==> src/rtl/alu_arbiter_if.sv <==
// Request/response bundle between the two ALU requesters and alu_arbiter.
// Port 0 and port 1 are packed along the outer dimension of each vector.
interface alu_arbiter_if #(
  parameter int DW = 8
);
  logic [1:0]         req_valid;
  logic [1:0]         req_ready;
  logic [1:0][2:0]    req_op;
  logic [1:0][DW-1:0] req_a;
  logic [1:0][DW-1:0] req_b;
  logic [1:0]         rsp_valid;
  logic [1:0]         rsp_ready;
  logic [DW-1:0]      rsp_data;
  logic               rsp_zero;
  logic               rsp_err;

  modport master (
    output req_valid, req_op, req_a, req_b, rsp_ready,
    input  req_ready, rsp_valid, rsp_data, rsp_zero, rsp_err
  );

  modport slave (
    input  req_valid, req_op, req_a, req_b, rsp_ready,
    output req_ready, rsp_valid, rsp_data, rsp_zero, rsp_err
  );
endinterface

==> src/rtl/alu_arbiter.sv <==
// Round-robin sharing of one combinational ALU between two requesters.
// Optional response timeout enabled by defining ALU_ARB_TIMEOUT_EN.
module alu_arbiter #(
  parameter int DW      = 8,
  parameter int TIMEOUT = 16
) (
  input  logic          Clk,
  input  logic          Reset_n,
  alu_arbiter_if.slave  bus,
  output logic [2:0]    alu_op,
  output logic [DW-1:0] alu_a,
  output logic [DW-1:0] alu_b,
  input  logic [DW-1:0] alu_out,
  input  logic          alu_zero,
  output logic          timeout_flag
);

  typedef enum logic [2:0] {
    OP_ADD = 3'd0, OP_MOV = 3'd1, OP_XOR = 3'd2, OP_AND = 3'd3,
    OP_NA4 = 3'd4, OP_LSL = 3'd5, OP_CMP = 3'd6, OP_NA7 = 3'd7
  } op_mne_e;

  typedef enum logic [1:0] {IDLE, EXEC, RESP} state_e;

  if (TIMEOUT < 1) begin : g_bad_timeout
    $error("alu_arbiter: TIMEOUT must be at least 1");
  end

  state_e        state_q, state_d;
  logic          last_q, last_d;
  logic          win_q, win_d;
  logic [2:0]    op_q, op_d;
  logic [DW-1:0] a_q, a_d;
  logic [DW-1:0] b_q, b_d;
  logic [DW-1:0] data_q, data_d;
  logic          zero_q, zero_d;
  logic          err_q, err_d;
  logic [1:0]    grant;
  logic          win;

`ifdef ALU_ARB_TIMEOUT_EN
  localparam int CW = $clog2(TIMEOUT + 1);
  logic [CW-1:0] cnt_q, cnt_d;
  logic          tflag_q, tflag_d;
`endif

  always_comb begin
    state_d = state_q;
    last_d  = last_q;
    win_d   = win_q;
    op_d    = op_q;
    a_d     = a_q;
    b_d     = b_q;
    data_d  = data_q;
    zero_d  = zero_q;
    err_d   = err_q;
    grant   = 2'b00;
    win     = 1'b0;
`ifdef ALU_ARB_TIMEOUT_EN
    cnt_d   = '0;
    tflag_d = tflag_q;
`endif

    case (state_q)
      IDLE: begin
        if (|bus.req_valid) begin
          // A tie goes to the port that did not win last time.
          win        = (bus.req_valid == 2'b11) ? ~last_q : bus.req_valid[1];
          grant[win] = 1'b1;
          win_d      = win;
          last_d     = win;
          if (bus.req_op[win] == OP_NA4 || bus.req_op[win] == OP_NA7) begin
            // Illegal opcodes never reach the ALU; its inputs keep their old values.
            err_d   = 1'b1;
            data_d  = '0;
            zero_d  = 1'b0;
            state_d = RESP;
          end else begin
            op_d    = bus.req_op[win];
            a_d     = bus.req_a[win];
            b_d     = bus.req_b[win];
            state_d = EXEC;
          end
        end
      end
      EXEC: begin
        data_d  = alu_out;
        zero_d  = alu_zero;
        err_d   = 1'b0;
        state_d = RESP;
      end
      RESP: begin
        if (bus.rsp_ready[win_q]) begin
          state_d = IDLE;
        end
`ifdef ALU_ARB_TIMEOUT_EN
        else if (cnt_q == CW'(TIMEOUT - 1)) begin
          state_d = IDLE;
          tflag_d = 1'b1;
        end else begin
          cnt_d = cnt_q + 1'b1;
        end
`endif
      end
      default: state_d = IDLE;
    endcase
  end

  always_ff @(posedge Clk or negedge Reset_n) begin
    if (!Reset_n) begin
      state_q <= IDLE;
      last_q  <= 1'b1;
      win_q   <= 1'b0;
      op_q    <= '0;
      a_q     <= '0;
      b_q     <= '0;
      data_q  <= '0;
      zero_q  <= 1'b0;
      err_q   <= 1'b0;
    end else begin
      state_q <= state_d;
      last_q  <= last_d;
      win_q   <= win_d;
      op_q    <= op_d;
      a_q     <= a_d;
      b_q     <= b_d;
      data_q  <= data_d;
      zero_q  <= zero_d;
      err_q   <= err_d;
    end
  end

`ifdef ALU_ARB_TIMEOUT_EN
  always_ff @(posedge Clk or negedge Reset_n) begin
    if (!Reset_n) begin
      cnt_q   <= '0;
      tflag_q <= 1'b0;
    end else begin
      cnt_q   <= cnt_d;
      tflag_q <= tflag_d;
    end
  end
  assign timeout_flag = tflag_q;
`else
  assign timeout_flag = 1'b0;
`endif

  // req_ready is combinational in IDLE, so it must also be masked while reset is held.
  assign bus.req_ready = grant & {2{Reset_n}};
  assign bus.rsp_valid = (state_q == RESP) ? (win_q ? 2'b10 : 2'b01) : 2'b00;
  assign bus.rsp_data  = data_q;
  assign bus.rsp_zero  = zero_q;
  assign bus.rsp_err   = err_q;
  assign alu_op        = op_q;
  assign alu_a         = a_q;
  assign alu_b         = b_q;

endmodule

==> src/flat_wrapper.sv <==
// flat-port wrapper written by rule: the top's interface ports become plain ports
module alu_arbiter_flat 
#(
  parameter int DW      = 8,
  parameter int TIMEOUT = 16
)
  (Clk, Reset_n, alu_op, alu_a, alu_b, alu_out, alu_zero, timeout_flag, bus_req_valid, bus_req_op, bus_req_a, bus_req_b, bus_rsp_ready, bus_req_ready, bus_rsp_valid, bus_rsp_data, bus_rsp_zero, bus_rsp_err);
  alu_arbiter_if #(.DW(DW)) bus_i ();
  input  logic Clk;
  input  logic Reset_n;
  output logic [2:0] alu_op;
  output logic [DW-1:0] alu_a;
  output logic [DW-1:0] alu_b;
  input  logic [DW-1:0] alu_out;
  input  logic alu_zero;
  output logic timeout_flag;
  input wire logic [$bits(bus_i.req_valid)-1:0] bus_req_valid;
  input wire logic [$bits(bus_i.req_op)-1:0] bus_req_op;
  input wire logic [$bits(bus_i.req_a)-1:0] bus_req_a;
  input wire logic [$bits(bus_i.req_b)-1:0] bus_req_b;
  input wire logic [$bits(bus_i.rsp_ready)-1:0] bus_rsp_ready;
  output wire logic [$bits(bus_i.req_ready)-1:0] bus_req_ready;
  output wire logic [$bits(bus_i.rsp_valid)-1:0] bus_rsp_valid;
  output wire logic [$bits(bus_i.rsp_data)-1:0] bus_rsp_data;
  output wire logic [$bits(bus_i.rsp_zero)-1:0] bus_rsp_zero;
  output wire logic [$bits(bus_i.rsp_err)-1:0] bus_rsp_err;
  assign bus_i.req_valid = bus_req_valid;
  assign bus_i.req_op = bus_req_op;
  assign bus_i.req_a = bus_req_a;
  assign bus_i.req_b = bus_req_b;
  assign bus_i.rsp_ready = bus_rsp_ready;
  assign bus_req_ready = bus_i.req_ready;
  assign bus_rsp_valid = bus_i.rsp_valid;
  assign bus_rsp_data = bus_i.rsp_data;
  assign bus_rsp_zero = bus_i.rsp_zero;
  assign bus_rsp_err = bus_i.rsp_err;
  alu_arbiter #(.DW(DW), .TIMEOUT(TIMEOUT)) u_core (.Clk(Clk), .Reset_n(Reset_n), .bus(bus_i), .alu_op(alu_op), .alu_a(alu_a), .alu_b(alu_b), .alu_out(alu_out), .alu_zero(alu_zero), .timeout_flag(timeout_flag));
endmodule
==> config.mk <==
export PLATFORM = sky130hd
export DESIGN_NAME = alu_arbiter_flat
export DESIGN_NICKNAME = d
export VERILOG_FILES = /design/src/rtl/alu_arbiter_if.sv /design/src/rtl/alu_arbiter.sv /design/src/flat_wrapper.sv
export SDC_FILE = /design/constraint.sdc
export NUM_CORES = 1
export LEC_CHECK = 0
export CAP_MARGIN = 20
export CORE_ASPECT_RATIO = 0.6
export CORE_UTILIZATION = 39
export CTS_CLUSTER_SIZE = 25
export DETAILED_ROUTE_END_ITERATION = 12
export GPL_ROUTABILITY_DRIVEN = 0
export PLACE_DENSITY = 0.87
export SLEW_MARGIN = 30
export SYNTH_ARGS = -nofsm -noshare
export SYNTH_HDL_FRONTEND = slang
export SYNTH_SLANG_ARGS = --single-unit
==> constraint.sdc <==
create_clock -name Clk -period 1.78 [get_ports Clk]
set_clock_uncertainty 0.05 [all_clocks]
set_input_delay 0.534 -clock Clk [delete_from_list [all_inputs] [get_ports Clk]]
set_output_delay 0.534 -clock Clk [all_outputs]
set_load 0.005 [all_outputs]
==> metrics <==
final WL 5000 microns; share of post-route cells with drive strength above 1 22.6%; Root Buffer clkbuf_8; maximum VDD drop 0.751 mV; fmax 533 MHz; fillcell total 266; Worst Tran Pin Value 704 ps; Setup-failing EPs final 2; multi-input logic area 860 sq um; Critical Path Sink bus_req_ready[0]; RR Startpoint u_core.last_q$_DFFE_PN1P_; final hold vios 0; Int Pwr 2680 uW; Port Buffers 85; Final Util 75.3%; TritonCTS clock tree done; largest net degree at the start of global routing 34; DP HPWL 3230 microns; CTS buffer count 5; post-synthesis sequential area ratio 50.8%; Tmin final 1880 ps; Mapped Cells 174; final worst slack -96.7 ps; Antenna Nets Post-Route 0; Setup CP Type register to output pin; Area Growth Syn to Fin 77.0%; Core Area 0.00383 sq mm; Die Span Y 52.1 microns; Via Count 1,651; CTS clock-pin slew for the worst setup and hold paths 70 ps; Clock Power Share 14.4%; worst-path fanout max 2; DRC violations left 0; Seq cells post-synth 33; Net Sw Frac 32.5%; number of global-route vias before repair 1,706; sequential fraction of design power 34.0%; fin crit share 105%; Cell Area, Placed 0.00261 sq mm; Overflow after GRT 0; crit path DAT 1290 ps; cell area after layout 0.00288 sq mm; row count 17; Mapped Avg Cell Area 9.36 sq um; P_sw 1290 uW; FF/Latch Area 830 sq um; Cell variety after synth 30; RSZ-0062 raised after global routing yes; Slew Limit Fails 0; slew margin rel. 53.0%; first-pass GRT wire length 8350 microns; nets 340; commonest cells after routing, fill and taps aside 77 x nand2_1, 72 x clkdlybuf4s50_1, 30 x dfrtp_1, 19 x buf_4, 10 x mux2_2; DR vias/cell 4.93; Sum Neg Setup Slack -142 ps; cell area after synthesis 0.00163 sq mm; Die ar. 0.00445 sq mm; Logic pwr share 51.6%; initial antenna violation count 0; crit path launch u_core.last_q$_DFFE_PN1P_; Reg2Reg Capture Point u_core.bus.rsp_data[4]$_DFFE_PN0P_; reg2reg path depth 7; Max Cap Viol 0; total track usage 24.8%; r2r setup slk 30 ps; failing checks negative setup slack; Setup crit start kind register; WL per Instance 14.9 microns; YS warnings 0; drt first pass iters 4; Clock Latency Late Sink 270 ps; Worst Path Required 1200 ps; Critical Path End Type output pin; IO Count 87; clock sinks 33; min-delay worst type input pin to asynchronous set/reset pin; Diodes inserted 0; pre-CTS setup slack -798 ps; Pwr per Cell Area 1380 mW/mm^2; Mapped Nets 227; status finished with violations; Starting Density 42.5%; Starting DRT DRC Count 70; Die W 85.4 microns; CTS hold repair buffers 0; Clock Path Buffers 2; H-tree levels 2; commonest non-fill, non-tap cell in the layout nand2_1; leakage power 0.00136 uW
-- power groups by stage --
stage | Sequential (uW) | Combinational, uW | Clock (uW)
3_5_place_dp | 1350 | 1840 | 0
4_1_cts | 1340 | 1970 | 586
5_1_grt | 1390 | 2220 | 626
3_3_place_gp | 1340 | 1790 | 0
2_1_floorplan | 1370 | 733 | 0
6_report | 1350 | 2050 | 572
-- metal layers --
layer  vias up  part of all wire, %  global-route usage [%]
met4         0                 0.92                    7.78
met3         9                  5.6                    6.03
li1        800                    -                       -
met1       776                   48                    34.2
met5         -                    0                       0
met2        66                   45                    38.7
-- logic make-up (layout without fill, tap and decap cells) --
group                  count (synthesis)  count (layout)  share of synthesized area, %
other                                  1               1                         0.230
multiplexers                          19              19                          13.1
flip-flops                            33              33                          50.8
AO/OA/AOI/OAI                         19              19                          7.45
AND/OR/NAND/NOR                       91              94                          24.6
buffers and inverters                  9             120                          2.76
XOR/XNOR                               2               2                          1.08
-- cell type report --
| class | instances | area share (%) |
|---|---|---|
| Timing Repair Buffer | 111 | 36.1 |
| Multi-Input combinational cell | 135 | 29.8 |
| Sequential cell | 33 | 28.8 |
| Clock buffer | 8 | 3.12 |
| Tap cell | 47 | 2.04 |
| Inverter | 1 | 0.130 |
-- sequential cells by signal (all words and copies together), names as in the netlist --
| register | count |
|---|---|
| u_core.state_q | 2 |
| u_core.alu_b | 8 |
| u_core.win_q | 1 |
| u_core.bus.rsp_data | 8 |
| u_core.bus.rsp_zero | 1 |
| u_core.alu_a | 8 |
| u_core.bus.rsp_err | 1 |
| u_core.last_q | 1 |
| u_core.alu_op | 3 |
-- metrics by stage --
| stage | total power (uW) | std cells | hold slack [ps] |
|---|---|---|---|
| floorplan | 2100 | 174 | 188 |
| global placement | 3130 | 313 | 423 |
| detailed placement | 3190 | 313 | 433 |
| CTS | 3900 | 332 | 292 |
| global route | 4240 | 335 | 326 |
| finish | 3970 | 335 | 307 |
-- worst min-delay path by stage --
stage                     cells past startpoint  slack [ps]                            to                        start
after CTS                                     2         290  u_core.alu_op[1]$_DFFE_PN0P_                      Reset_n
after floorplan                               0         190   u_core.alu_a[0]$_DFFE_PN0P_                      Reset_n
after global routing                          2         330  u_core.alu_op[1]$_DFFE_PN0P_                      Reset_n
after detailed placement                      1         430   u_core.alu_b[7]$_DFFE_PN0P_  u_core.alu_b[7]$_DFFE_PN0P_
final                                         2         310  u_core.alu_op[1]$_DFFE_PN0P_                      Reset_n
after global placement                        1         420   u_core.alu_a[5]$_DFFE_PN0P_  u_core.alu_a[5]$_DFFE_PN0P_
-- synth_stat cells --
| library cell | count | area share [%] |
|---|---|---|
| nand3_1 | 1 | 0.31 |
| a21boi_2 | 1 | 0.69 |
| buf_1 | 1 | 0.23 |
| a21oi_1 | 3 | 0.92 |
| clkbuf_1 | 5 | 1.2 |
| nand2b_1 | 1 | 0.38 |
| buf_4 | 1 | 0.46 |
| nand3_2 | 1 | 0.61 |
| and3b_1 | 1 | 0.54 |
| o21ai_0 | 9 | 2.8 |
| dfrtp_1 | 32 | 49 |
| or3_1 | 1 | 0.38 |
| nand3_4 | 1 | 1.1 |
| dfstp_2 | 1 | 1.6 |
| conb_1 | 1 | 0.23 |
| a31oi_1 | 3 | 1.2 |
| mux2_2 | 10 | 6.9 |
| mux2_1 | 9 | 6.2 |
| a21bo_2 | 1 | 0.61 |
| nor3_4 | 1 | 1.0 |
| nand2_1 | 77 | 18 |
| inv_1 | 1 | 0.23 |
| and3_1 | 2 | 0.77 |
| a211oi_2 | 1 | 0.77 |
| nor3b_1 | 2 | 0.92 |
| a22o_1 | 1 | 0.54 |
| nor2_1 | 2 | 0.46 |
| buf_6 | 1 | 0.69 |
| nor2b_1 | 1 | 0.38 |
| xnor2_1 | 2 | 1.1 |
-- what timing repair did --
item                                    4_1_cts  5_1_grt
pin swaps                                     8        4
endpoints found under the setup margin       34       24
buffers inserted                              8        3
resized for setup                            34       24
cloned                                        4        0
-- critical path, cell delays in order (launching register included) --
cell and delay [ps]:
dfstp_2 560, a21bo_2 160, and3_1 180, buf_2 120
No activity file was read; power rests on OpenSTA's default activity.
